===== src/rtl/wide_add_sequencer_if.sv =====
// Handshake and adder-slice bus for the wide add sequencer.
// The sequencer takes the master side; the operand source, result sink and
// external slice adder together form the slave side.
interface wide_add_sequencer_if #(
  parameter int L  = 16,
  parameter int NW = 4
);
  localparam int W = L * NW;

  logic         in_valid;
  logic         in_ready;
  logic [W-1:0] in_a;
  logic [W-1:0] in_b;
  logic         in_cin;
  logic         out_valid;
  logic         out_ready;
  logic [W-1:0] out_sum;
  logic         out_cout;
  logic [L-1:0] add_a;
  logic [L-1:0] add_b;
  logic         add_cin;
  logic [L-1:0] add_sum;
  logic         add_cout;
  logic         busy;

  modport master (
    input  in_valid, in_a, in_b, in_cin, out_ready, add_sum, add_cout,
    output in_ready, out_valid, out_sum, out_cout, add_a, add_b, add_cin, busy
  );

  modport slave (
    output in_valid, in_a, in_b, in_cin, out_ready, add_sum, add_cout,
    input  in_ready, out_valid, out_sum, out_cout, add_a, add_b, add_cin, busy
  );
endinterface


===== src/rtl/wide_add_sequencer.sv =====
// Wide add sequencer: splits NW*L-bit operands into L-bit slices, feeds them
// LSB-first through an external combinational adder, ripples the carry through
// a register and returns the assembled sum plus final carry.
module wide_add_sequencer #(
  parameter int L  = 16,
  parameter int NW = 4
) (
  input  logic                  clk,
  input  logic                  rst,
  wide_add_sequencer_if.master  bus
);
  localparam int W  = L * NW;
  localparam int IW = (NW > 1) ? $clog2(NW) : 1;

  typedef enum logic [1:0] {S_IDLE, S_RUN, S_DONE} state_t;

  state_t        r_state, w_next;
  logic [W-1:0]  r_opa, r_opb, r_res;
  logic          r_carry;
  logic [IW-1:0] r_idx;
  logic          w_last;
  logic [W-1:0]  w_ins;

  assign w_last = (r_idx == IW'(NW - 1));
  // New sum slice lands in the top L bits; NW shifts leave slice 0 at the bottom.
  assign w_ins  = W'(bus.add_sum) << (W - L);

  // State register.
  always_ff @(posedge clk or posedge rst) begin
    if (rst) r_state <= S_IDLE;
    else     r_state <= w_next;
  end

  // Next state and all handshake/adder outputs; adder inputs are zero outside RUN
  // and the result is only exposed in DONE so a partial sum never leaks.
  always_comb begin
    w_next        = r_state;
    bus.in_ready  = 1'b0;
    bus.out_valid = 1'b0;
    bus.out_sum   = '0;
    bus.out_cout  = 1'b0;
    bus.add_a     = '0;
    bus.add_b     = '0;
    bus.add_cin   = 1'b0;
    bus.busy      = 1'b0;
    case (r_state)
      S_IDLE: begin
        bus.in_ready = 1'b1;
        if (bus.in_valid) w_next = S_RUN;
      end
      S_RUN: begin
        bus.busy    = 1'b1;
        bus.add_a   = r_opa[L-1:0];
        bus.add_b   = r_opb[L-1:0];
        bus.add_cin = r_carry;
        if (w_last) w_next = S_DONE;
      end
      S_DONE: begin
        bus.busy      = 1'b1;
        bus.out_valid = 1'b1;
        bus.out_sum   = r_res;
        bus.out_cout  = r_carry;
        if (bus.out_ready) w_next = S_IDLE;
      end
      default: w_next = S_IDLE;
    endcase
  end

  // Operand capture, per-slice shifting and carry chaining.
  always_ff @(posedge clk or posedge rst) begin
    if (rst) begin
      r_opa   <= '0;
      r_opb   <= '0;
      r_res   <= '0;
      r_carry <= 1'b0;
      r_idx   <= '0;
    end else begin
      case (r_state)
        S_IDLE: begin
          if (bus.in_valid) begin
            r_opa   <= bus.in_a;
            r_opb   <= bus.in_b;
            r_carry <= bus.in_cin;
            r_idx   <= '0;
          end
        end
        S_RUN: begin
          r_res   <= (r_res >> L) | w_ins;
          r_carry <= bus.add_cout;
          r_opa   <= r_opa >> L;
          r_opb   <= r_opb >> L;
          r_idx   <= w_last ? '0 : r_idx + IW'(1);
        end
        default: ;
      endcase
    end
  end
endmodule


===== src/flat_wrapper.sv =====
// flat-port wrapper written by rule: the top's interface ports become plain ports
module wide_add_sequencer_flat 
#(
  parameter int L  = 16,
  parameter int NW = 4
)
  (clk, rst, bus_in_valid, bus_in_a, bus_in_b, bus_in_cin, bus_out_ready, bus_add_sum, bus_add_cout, bus_in_ready, bus_out_valid, bus_out_sum, bus_out_cout, bus_add_a, bus_add_b, bus_add_cin, bus_busy);
  wide_add_sequencer_if #(.L(L), .NW(NW)) bus_i ();
  input  logic clk;
  input  logic rst;
  input wire logic [$bits(bus_i.in_valid)-1:0] bus_in_valid;
  input wire logic [$bits(bus_i.in_a)-1:0] bus_in_a;
  input wire logic [$bits(bus_i.in_b)-1:0] bus_in_b;
  input wire logic [$bits(bus_i.in_cin)-1:0] bus_in_cin;
  input wire logic [$bits(bus_i.out_ready)-1:0] bus_out_ready;
  input wire logic [$bits(bus_i.add_sum)-1:0] bus_add_sum;
  input wire logic [$bits(bus_i.add_cout)-1:0] bus_add_cout;
  output wire logic [$bits(bus_i.in_ready)-1:0] bus_in_ready;
  output wire logic [$bits(bus_i.out_valid)-1:0] bus_out_valid;
  output wire logic [$bits(bus_i.out_sum)-1:0] bus_out_sum;
  output wire logic [$bits(bus_i.out_cout)-1:0] bus_out_cout;
  output wire logic [$bits(bus_i.add_a)-1:0] bus_add_a;
  output wire logic [$bits(bus_i.add_b)-1:0] bus_add_b;
  output wire logic [$bits(bus_i.add_cin)-1:0] bus_add_cin;
  output wire logic [$bits(bus_i.busy)-1:0] bus_busy;
  assign bus_i.in_valid = bus_in_valid;
  assign bus_i.in_a = bus_in_a;
  assign bus_i.in_b = bus_in_b;
  assign bus_i.in_cin = bus_in_cin;
  assign bus_i.out_ready = bus_out_ready;
  assign bus_i.add_sum = bus_add_sum;
  assign bus_i.add_cout = bus_add_cout;
  assign bus_in_ready = bus_i.in_ready;
  assign bus_out_valid = bus_i.out_valid;
  assign bus_out_sum = bus_i.out_sum;
  assign bus_out_cout = bus_i.out_cout;
  assign bus_add_a = bus_i.add_a;
  assign bus_add_b = bus_i.add_b;
  assign bus_add_cin = bus_i.add_cin;
  assign bus_busy = bus_i.busy;
  wide_add_sequencer #(.L(L), .NW(NW)) u_core (.clk(clk), .rst(rst), .bus(bus_i));
endmodule

===== config.mk =====
export PLATFORM = sky130hd
export DESIGN_NAME = wide_add_sequencer_flat
export DESIGN_NICKNAME = d
export VERILOG_FILES = /design/src/rtl/wide_add_sequencer_if.sv /design/src/rtl/wide_add_sequencer.sv /design/src/flat_wrapper.sv
export SDC_FILE = /design/constraint.sdc
export NUM_CORES = 1
export LEC_CHECK = 0
export CORE_MARGIN = 5
export CORE_UTILIZATION = 52
export CTS_CLUSTER_DIAMETER = 200
export DETAILED_ROUTE_END_ITERATION = 10
export GPL_TIMING_DRIVEN = 0
export PLACE_DENSITY = 0.83
export REMOVE_ABC_BUFFERS = 1
export SLEW_MARGIN = 20
export SYNTH_ARGS = -nofsm -noshare
export SYNTH_HDL_FRONTEND = slang
export SYNTH_SLANG_ARGS = --single-unit
export TNS_END_PERCENT = 100

===== constraint.sdc =====
create_clock -name clk -period 17.3 [get_ports clk]
set_input_delay 5.19 -clock clk [delete_from_list [all_inputs] [get_ports clk]]
set_output_delay 5.19 -clock clk [all_outputs]
set_load 0.005 [all_outputs]

==> results list <==
- Portion of the post-synthesis area used by sequential elements: 0.548
- Of the available clock period, the critical path in the final layout requires 0.475.
* Wire length of the first global-routing pass: 33.8 mm
* Final WS setup: 9090 ps
* Remaining max-slew budget at the tightest pin: 0.533
- For this run the aggregate overflow at the end of global routing stands at 0.
- Clock buffer count from CTS: 17
- Required time at the worst-slack endpoint: 12,110 ps
- Min-Delay Path Class: flop to flop
* Vert. Die Dim: 142 um
- After detailed routing, the number of remaining DRC violations is 0.
- Cell count of the worst hold path: 2
- Setup violations remaining at the end of the flow were counted as 0.
- Initial antenna violation count: 1
- The tree is rooted in a clkbuf_16.
* Pre-CTS worst setup slack: 9530 ps
- In this run the cell area of the synthesized design comes to 9000 sq um.
- In this run the core area contains 48 standard-cell rows.
* Synthesized instance count: 824
* Total power per unit cell area: 179 nW/um^2
* Clock tree skew after final layout: 7.51 ps
- Counting buffers and inverters, the worst setup path is 7 cells deep.
* Sum of buffers and inverters on the critical path: 5
* Fraction of layout cells with a size suffix above 1: 0.110
* Flip-flop and latch area: 4930 sq um
* Boundary pin count: 251
- The synthesized netlist contains 18 unique library cells.
- The signal on the critical path passes through inv_1 > ha_4 > buf_12 > buf_16 > buf_16 > and2_1 > clkdlybuf4s50_1.
- Setup repair after global routing missed its margin: false
- Setup total negative slack on the finished layout was measured at 0 ps.
* Final critical delay including setup and external delays: 8210 ps
- Maximum cell stage delay along the critical path: 530 ps
* 1st-pass router iterations: 4
* Most used cells in the layout excluding fill and tap cells: clkdlybuf4s50_1 (250), dfrtp_1 (197), nand2_1 (161)
- Number of synthesized register bits: 197
- Averaged over all synthesized cells, the footprint is 10.9 sq um.
- CTS max path bufs: 2
- Summing all multi-input logic gate instances after layout gives 3720 sq um.
* Clock transition at the register clock pins on the worst setup and hold paths after CTS: 70 ps
- Worst reg2reg path depth: 8
- H-tree depth: 4
- From left edge to right edge, the die measures 142 um.
- Based on the critical path, the design can be clocked at up to 122 MHz.
- Max-cap violations in this run came to 0.
- Status: finished clean
- Detailed Route WL: 20.9 mm
* Quantity of I/O buffers inserted on ports: 250
- GRT Overall Usage: 0.210
- Crit path kind: flop to output port
- Hold slack final: 471 ps
- Leak: 5.33 nW
* Critical-path maximum fanout: 53
- The congestion estimate from routability-driven global placement came to 0.756.
- Total number of vias: 6,501
- Maximum number of pins on one net before global-route repair: 102
* Cts hold-fix bufs: 0
* Source-to-sink clock delay at the later pin of the worst-skew pair: 420 ps
- Starting density of the core: 0.526
- CTS tree: done
- CTS saw 197 sinks.
- Among the stages of the critical path, the cell type that occurs most often is buf_16.
* Largest vdd supply drop: 0.0000912 V
- Fin nets: 1,203
- The via count of the first global-routing pass is 6,623.
* Hold violation total from the final report: 0
- In this run, the number of DRC markers left after iteration 0 of detailed routing was 307.
- Crit start category: flop
- In the final routed layout, each cell accounts on average for 16.3 um.
* Post-cts sizing count: 0
- For this run, the number of Yosys warnings is 0.
- Standard cell core area: 17,100 sq um
* Placed cell area: 11,800 sq um
- Estimated wirelength of the detail-placed design: 15.1 mm
- Setup Buffers After CTS: 0
* Crit path capture type: output port
- Actual transition at the worst max-transition pin: 700 ps
* Average via count per standard cell: 5.06
* Final Cell Area: 12,400 sq um
- The slowest stage of the critical path is the clkdlybuf4s50_1 cell.
- Data arrives at the worst endpoint at 3020 ps.
* Fill cell total of the finished layout: 1,226
- Die Footprint: 20,000 sq um
- Most frequent standard cell in the layout excluding fill and tap cells: clkdlybuf4s50_1
- Broken down by cell family, the worst path's largest delay share belongs to buffers and inverters.
* Number of nets with antenna violations after routing: 0
- The final count of pins violating max slew was 0.
- The area growth from synthesis to layout is 37.8%.
[kinds of logic after synthesis]
logic type | count (synthesis) | synth area share
mux | 164 | 0.193
flops | 197 | 0.548
compound gates | 132 | 0.0752
buf+inv | 65 | 0.0411
fa+ha+maj | 5 | 0.00695
simple gates | 261 | 0.136
[area by class of cell]
cell class,instances,share of cell area
diodes,1,0.000202
clock buffers,19,0.0357
clock inverters,11,0.0103
inverters,5,0.00212
multi-input cells,562,0.300
flip-flops and latches,197,0.397
well taps,225,0.0227
repair buffers,265,0.232
[metal layers]
layer | vias up | share of wire | global-route usage
li1 | 3222 | - | -
met3 | 20 | 0.083 | 0.0738
met1 | 3064 | 0.42 | 0.261
met4 | 0 | 0.013 | 0.0525
met5 | - | 0 | 0
met2 | 195 | 0.49 | 0.353
[worst register-to-register path, stage by stage, from the launching register on]
cell,delay (ps)
dfrtp_1,410
inv_1,150
ha_4,420
buf_12,280
buf_16,310
buf_16,290
inv_2,360
o221a_2,420
mux2_2,270
[final timing paths]
check	from	endpoint	slack, ps
min	u_core.r_opb[14]	u_core.r_opb[14]	470
max reg2reg	u_core.r_state[1]	u_core.r_state[1]	14280
max in group asynchronous	rst	u_core.r_opa[40]	11080
min reg2reg	u_core.r_opb[14]	u_core.r_opb[14]	470
max	u_core.r_state[1]	bus_add_a[6]	9090
min in group asynchronous	rst	u_core.r_res[9]	5310
[where the power goes]
group / switching, W / leakage, nW / total (W) / internal (W)
clock network: 0.000173 / 0.272 / 0.000390 / 0.000216
logic: 0.000463 / 2.64 / 0.00101 / 0.000551
registers: 0.000126 / 2.42 / 0.000818 / 0.000692
[cell usage after synthesis (all sizes together)]
cell	count	area, sq um
clkbuf	25	93.8
mux2	66	743
o221a	1	11.3
a32o	2	20.0
dfrtp	197	4930
nand2b	1	6.26
o21ai	129	646
ha	5	62.6
mux2i	98	993
nor2	1	3.75
inv	5	18.8
buf	35	258
and2	98	613
nand2	161	604
[per-stage QoR]
stage                     power (W)  instances   util
final                       0.00222       1285  0.725
after global routing        0.00239       1285  0.725
after CTS                   0.00225       1284  0.725
after detailed placement    0.00185       1254  0.691
after global placement      0.00190       1239  0.668
after floorplan             0.00151        764      -
[registers in the layout, summed over array words and instances (netlist names)]
signal / flops
u_core.r_opa: 64
u_core.r_res: 64
u_core.r_idx: 2
u_core.r_state: 2
u_core.r_carry: 1
u_core.r_opb: 64
(Power assumes the default switching activity.)
